File: src/rtl/cla_mp_pkg.sv
// Shared types for the multi-precision add/subtract sequencer.
// Holds the FSM state enum and the word-index width helper.
package cla_mp_pkg;

    typedef enum logic [1:0] {
        S_IDLE = 2'd0,
        S_RUN  = 2'd1,
        S_DONE = 2'd2
    } state_t;

    // Width of the word index; never zero, even when WORDS is 1.
    function automatic int idx_w(input int words);
        if (words <= 2) return 1;
        return $clog2(words);
    endfunction

endpackage

File: src/rtl/cla_word_add.sv
// Combinational Ancho-bit carry-lookahead word adder.
// Ports: a, b, ci -> s, co (carry out), c_msb_in (carry into bit Ancho-1).
module cla_word_add #(
    parameter int Ancho = 8
) (
    input  logic [Ancho-1:0] a,
    input  logic [Ancho-1:0] b,
    input  logic             ci,
    output logic [Ancho-1:0] s,
    output logic             co,
    output logic             c_msb_in
);

    logic [Ancho-1:0] w_g;
    logic [Ancho-1:0] w_p;
    logic [Ancho:0]   w_c;

    assign w_g = a & b;
    assign w_p = a ^ b;

    // Each carry is a flat sum of products of G/P terms, so no
    // carry depends on another carry.
    always_comb begin
        logic w_t;
        logic w_acc;
        w_c    = '0;
        w_c[0] = ci;
        for (int i = 0; i < Ancho; i++) begin
            w_t = ci;
            for (int j = 0; j <= i; j++) begin
                w_t = w_t & w_p[j];
            end
            w_acc = w_t;
            for (int j = 0; j <= i; j++) begin
                w_t = w_g[j];
                for (int k = j + 1; k <= i; k++) begin
                    w_t = w_t & w_p[k];
                end
                w_acc = w_acc | w_t;
            end
            w_c[i+1] = w_acc;
        end
    end

    assign s        = w_p ^ w_c[Ancho-1:0];
    assign co       = w_c[Ancho];
    assign c_msb_in = w_c[Ancho-1];

endmodule

File: src/rtl/cla_mp_seq.sv
// Multi-precision add/subtract sequencer: one word per cycle, LSW first.
// Ports: start_* command handshake, res_* result handshake, flush, busy.
module cla_mp_seq
    import cla_mp_pkg::*;
#(
    parameter int Ancho = 8,
    parameter int WORDS = 4
) (
    input  logic                   clk,
    input  logic                   rst_n,
    input  logic                   start_valid,
    output logic                   start_ready,
    input  logic [WORDS*Ancho-1:0] a_wide,
    input  logic [WORDS*Ancho-1:0] b_wide,
    input  logic                   cin,
    input  logic                   sub,
    input  logic                   flush,
    output logic                   res_valid,
    input  logic                   res_ready,
    output logic [WORDS*Ancho-1:0] sum_wide,
    output logic                   cout,
    output logic                   overflow,
    output logic                   busy
);

    localparam int N  = WORDS * Ancho;
    localparam int IW = idx_w(WORDS);
    localparam logic [IW-1:0] LAST = IW'(WORDS - 1);

    state_t          r_state;
    logic [N-1:0]    r_a;
    logic [N-1:0]    r_b;
    logic            r_sub;
    logic [IW-1:0]   r_idx;
    logic            r_carry;
    logic [N-1:0]    r_sum;
    logic            r_cout;
    logic            r_ovf;
    logic            r_res_valid;
    logic            r_busy;

    logic [Ancho-1:0] w_a_word;
    logic [Ancho-1:0] w_b_word;
    logic [Ancho-1:0] w_s;
    logic             w_co;
    logic             w_cmsb;

    always_comb begin
        w_a_word = '0;
        w_b_word = '0;
        for (int i = 0; i < WORDS; i++) begin
            if (r_idx == IW'(i)) begin
                w_a_word = r_a[i*Ancho +: Ancho];
                w_b_word = r_b[i*Ancho +: Ancho];
            end
        end
    end

    cla_word_add #(
        .Ancho (Ancho)
    ) u_add (
        .a        (w_a_word),
        .b        (r_sub ? ~w_b_word : w_b_word),
        .ci       (r_carry),
        .s        (w_s),
        .co       (w_co),
        .c_msb_in (w_cmsb)
    );

    always_ff @(posedge clk or negedge rst_n) begin
        if (!rst_n) begin
            r_state     <= S_IDLE;
            r_a         <= '0;
            r_b         <= '0;
            r_sub       <= 1'b0;
            r_idx       <= '0;
            r_carry     <= 1'b0;
            r_sum       <= '0;
            r_cout      <= 1'b0;
            r_ovf       <= 1'b0;
            r_res_valid <= 1'b0;
            r_busy      <= 1'b0;
        end else begin
            unique case (r_state)
                S_IDLE: begin
                    // flush in IDLE only blocks the command
                    if (start_valid && !flush) begin
                        r_a     <= a_wide;
                        r_b     <= b_wide;
                        r_sub   <= sub;
                        r_idx   <= '0;
                        // subtract is A + ~B + 1
                        r_carry <= sub | cin;
                        r_sum   <= '0;
                        r_busy  <= 1'b1;
                        r_state <= S_RUN;
                    end
                end
                S_RUN: begin
                    if (flush) begin
                        r_sum   <= '0;
                        r_cout  <= 1'b0;
                        r_ovf   <= 1'b0;
                        r_busy  <= 1'b0;
                        r_state <= S_IDLE;
                    end else begin
                        for (int i = 0; i < WORDS; i++) begin
                            if (r_idx == IW'(i)) begin
                                r_sum[i*Ancho +: Ancho] <= w_s;
                            end
                        end
                        r_carry <= w_co;
                        r_idx   <= r_idx + 1'b1;
                        if (r_idx == LAST) begin
                            r_cout      <= w_co;
                            r_ovf       <= w_co ^ w_cmsb;
                            r_res_valid <= 1'b1;
                            r_state     <= S_DONE;
                        end
                    end
                end
                S_DONE: begin
                    if (flush) begin
                        r_sum       <= '0;
                        r_cout      <= 1'b0;
                        r_ovf       <= 1'b0;
                        r_res_valid <= 1'b0;
                        r_busy      <= 1'b0;
                        r_state     <= S_IDLE;
                    end else if (res_ready) begin
                        r_res_valid <= 1'b0;
                        r_busy      <= 1'b0;
                        r_state     <= S_IDLE;
                    end
                end
                default: begin
                    r_res_valid <= 1'b0;
                    r_busy      <= 1'b0;
                    r_state     <= S_IDLE;
                end
            endcase
        end
    end

    assign start_ready = (r_state == S_IDLE);
    assign res_valid   = r_res_valid;
    assign busy        = r_busy;
    assign sum_wide    = r_sum;
    assign cout        = r_cout;
    assign overflow    = r_ovf;

endmodule

File: config.mk
export PLATFORM = sky130hd
export DESIGN_NAME = cla_mp_seq
export DESIGN_NICKNAME = d
export VERILOG_FILES = /design/src/rtl/cla_mp_pkg.sv /design/src/rtl/cla_word_add.sv /design/src/rtl/cla_mp_seq.sv
export SDC_FILE = /design/constraint.sdc
export NUM_CORES = 1
export LEC_CHECK = 0
export ABC_AREA = 1
export CAP_MARGIN = 0
export CORE_MARGIN = 5
export CORE_UTILIZATION = 52
export DETAILED_ROUTE_END_ITERATION = 10
export PLACE_DENSITY_LB_ADDON = 0.1
export SYNTH_ARGS = -nofsm -noshare
export SYNTH_HDL_FRONTEND = slang
export SYNTH_SLANG_ARGS = --single-unit
File: constraint.sdc
create_clock -name clk -period 3.4 [get_ports clk]
set_input_delay 0.51 -clock clk [delete_from_list [all_inputs] [get_ports clk]]
set_output_delay 0.51 -clock clk [all_outputs]
set_load 0.05 [all_outputs]
==> impl_metrics.toml <==
[layout]
layout_commonest_cell = "nand2_1"
drive_gt1_share_pct = 9.626
finalNonFillerCells = 881
antennaDiodeCount = 0
final_nets = 828
syn_to_final_growth_pct = 26.84
n_fill_cell = 876
final_area_mm2 = 0.006658
final_core_util_pct = 67.80
layout_common_cells = "nand2_1, dfrtp_1, clkdlybuf4s50_1, nor2_1, inv_1"

[logic_synthesis]
synth_top_family_by_area = "simple AND/OR/NAND/NOR gates"
netlist_area_mm2 = 0.005249
synthSimpleGateAreaFrac_pct = 29.46
synth_warnings = 0
yosysSeqAreaShare_pct = 50.54
async_reset_ff_share_pct = 100.0
postSynthCellCount = 639
synthAdderAreaFrac_pct = 3.480
synth-xor-area-share_pct = 1.502
ys_types = 37
synth_flop_cell = "dfrtp_1"
synth_edf_count = 0
syn_avg_cell_area_um2 = 8.214
syn-num-nets = 724
synth_seq_cells = 106
synth_mux_area_share_pct = 0
synth_compound_area_share_pct = 8.844

[grt]
grt_use_total_pct = 20.28
grt_pass1_wl_um = 20780
grt_max_degree = 69
grt.overflow.total = 0
first_global_vias = 4380
grt_antenna_before_repair = 0

[place]
dpl.hpwl_um = 9253
port_buffers = 107
place_area_mm2 = 0.006390
place_ws_ns = 0.1804
placedCellCount = 858
place.gp.congestion = 0.8145

[detailed_routing]
viasPerCell = 5.072
drc = 0
drtIter0Drc = 245
drt-total-wl_um = 12220
wl_per_cell_um = 13.87
first_pass_iters = 4
via_count = 4468
ant_nets = 0

[timing]
relSlewSlack_pct = 54.98
layout_setup_ws_ns = 0.2303
drv_slew = 0
hold_violations = 0
finalCriticalPeriod_ns = 3.170
clock_skew_ns = 0.01317
period_share_pct = 93.23
max_freq_mhz = 315.5
setup_viol = 0
max_slew.worst_pin.slew_ns = 0.6752

[worst_setup_path]
r2r_cells = 24
worstSetupPathType = "register to register"
cp.required_ns = 3.67
critical_path_peak_fanout = 8
startpoint = "r_idx[0]"
critical_path.startpoint_type = "register"
endpoint_kind = "register"
r2r_slack_ns = 0.23
reg2reg_to = "sum_wide[22]"
worstPathArrival_ns = 3.44
r2r-start = "r_idx[0]"

[die]
start_util_pct = 53.45
io_pins = 108
core_area_mm2 = 0.009819
die_h_um = 110.5
die_x_um = 110.5
num_rows = 36
dieArea_mm2 = 0.01220

[clock_tree]
cts_buffer_depth = 2
cts_tree = "built"
ctsHtreeMaxLevel = 3
clock-root-buffer = "clkbuf_8"
clk_latency_ns = 0.37
cts_sinks = 106
cts.clk_slew.worst_paths_ns = 0.10
cts-buffers-inserted = 9

[pwr]
power-per-cell-area_mw_per_mm2 = 816.1
ir_drop_mv = 0.4346
total_power_w = 0.005434
p_leak_nw = 3.332

[run_status]
status = "finished clean"

[hold_path]
hold_path_class = "primary input to async pin"

[run]
cap_violations = 0
## synth_stat cells (2+ instances only)
cell type  instances  share of area, %
nor2_4             4              0.86
nor2_1            28               2.0
dfrtp_1          106                51
inv_2              8              0.57
inv_1             24               1.7
o31ai_1            8               1.1
a22oi_1            8               1.1
o21ai_1           12               1.1
nand3_2            2              0.38
buf_1              3              0.21
clkbuf_1           3              0.21
xor2_1             8               1.3
a21oi_1           13               1.2
nor2_8             2              0.76
nand2_2            3              0.36
buf_2             19               1.8
o21ai_2            2              0.33
a21oi_2            2              0.33
buf_6              5               1.1
nor3_1             3              0.29
o21ai_0           18               1.7
a221oi_1           8               1.3
nand4_1           11               1.3
ha_1              13               3.1
nand3_1           21               2.0
nand2_1          294                21
## where the power goes
group	leakage [nW]	internal [W]	switching [W]
Combinational	1.89	0.00106	0.00186
Clock	0.0835	0.000274	0.000440
Sequential	1.36	0.00159	0.000208
Total	3.33	0.00292	0.00251
## metal layers
metal / vias up / global-route usage (%) / share of wire (%)
li1: 2253 / - / -
met4: 0 / 7.225 / 1.8
met3: 19 / 4.322 / 4.7
met2: 100 / 32.40 / 49
met1: 2096 / 27.39 / 45
met5: - / 0 / 0
## flip-flops by register name (all words and copies together), names as in the netlist
name and flops:
r_a 32, busy 1, r_state 2, sum_wide 32, res_valid 1, r_sub 1, r_carry 1, cout 1
r_idx 2, overflow 1, r_b 32
## timing repair
item / 4_1_cts / 5_1_grt
setup buffers: 0 / 7
gates resized for setup: 0 / 11
hold buffers: 0 / 0
endpoints found under the setup margin: 0 / 18
## logic make-up after synthesis
logic type      count (synthesis)
fa+ha+maj                      14
buf+inv                        66
flops                         106
compound gates                 73
xor+xnor                        9
simple gates                  371
## cell type report
| cell class | instances | area, um2 | area share (%) |
|---|---|---|---|
| clock buffer | 10 | 127.6 | 1.917 |
| clock inverter | 6 | 50.05 | 0.7517 |
| inverter | 35 | 142.6 | 2.142 |
| multi-input combinational | 467 | 2306 | 34.64 |
| sequential | 106 | 2653 | 39.84 |
| tap | 133 | 166.4 | 2.500 |
| timing repair buffer | 124 | 1212 | 18.21 |
## worst max-delay path, stage by stage, from the launching register on
cell	delay [ns]
dfrtp_1	0.43
inv_1	0.10
ha_1	0.21
inv_2	0.09
nor2_4	0.05
buf_4	0.13
buf_4	0.16
a22oi_2	0.13
nand2_1	0.06
o21ai_0	0.08
a21oi_1	0.10
xor2_1	0.16
ha_1	0.36
nand2_1	0.09
nand3b_1	0.13
nand2_1	0.10
nand2_1	0.06
nand2_1	0.09
nand2_2	0.07
nand2_1	0.08
nand2_1	0.06
nand2_2	0.08
nand3_2	0.09
nand3_1	0.10
nand2_1	0.05
## metrics by stage
stage,TNS (ns),hold slack [ns]
final,0,0.1613
after global routing,-0.1001,0.2183
after detailed placement,0,0.4558
after CTS,0,0.1857
after floorplan,0,0.2144
after global placement,0,0.4492
## worst max path at each step
stage | endpoint | slack, ns | cells past startpoint
6_report | sum_wide[22] | 0.23 | 24
4_1_cts | sum_wide[22] | 0.16 | 23
2_1_floorplan | sum_wide[14] | 0.43 | 21
3_5_place_dp | sum_wide[22] | 0.18 | 23
5_1_grt | sum_wide[22] | -0.04 | 18
3_3_place_gp | r_carry | 0.36 | 19
Note: power is estimated with default switching activity, not from simulation.
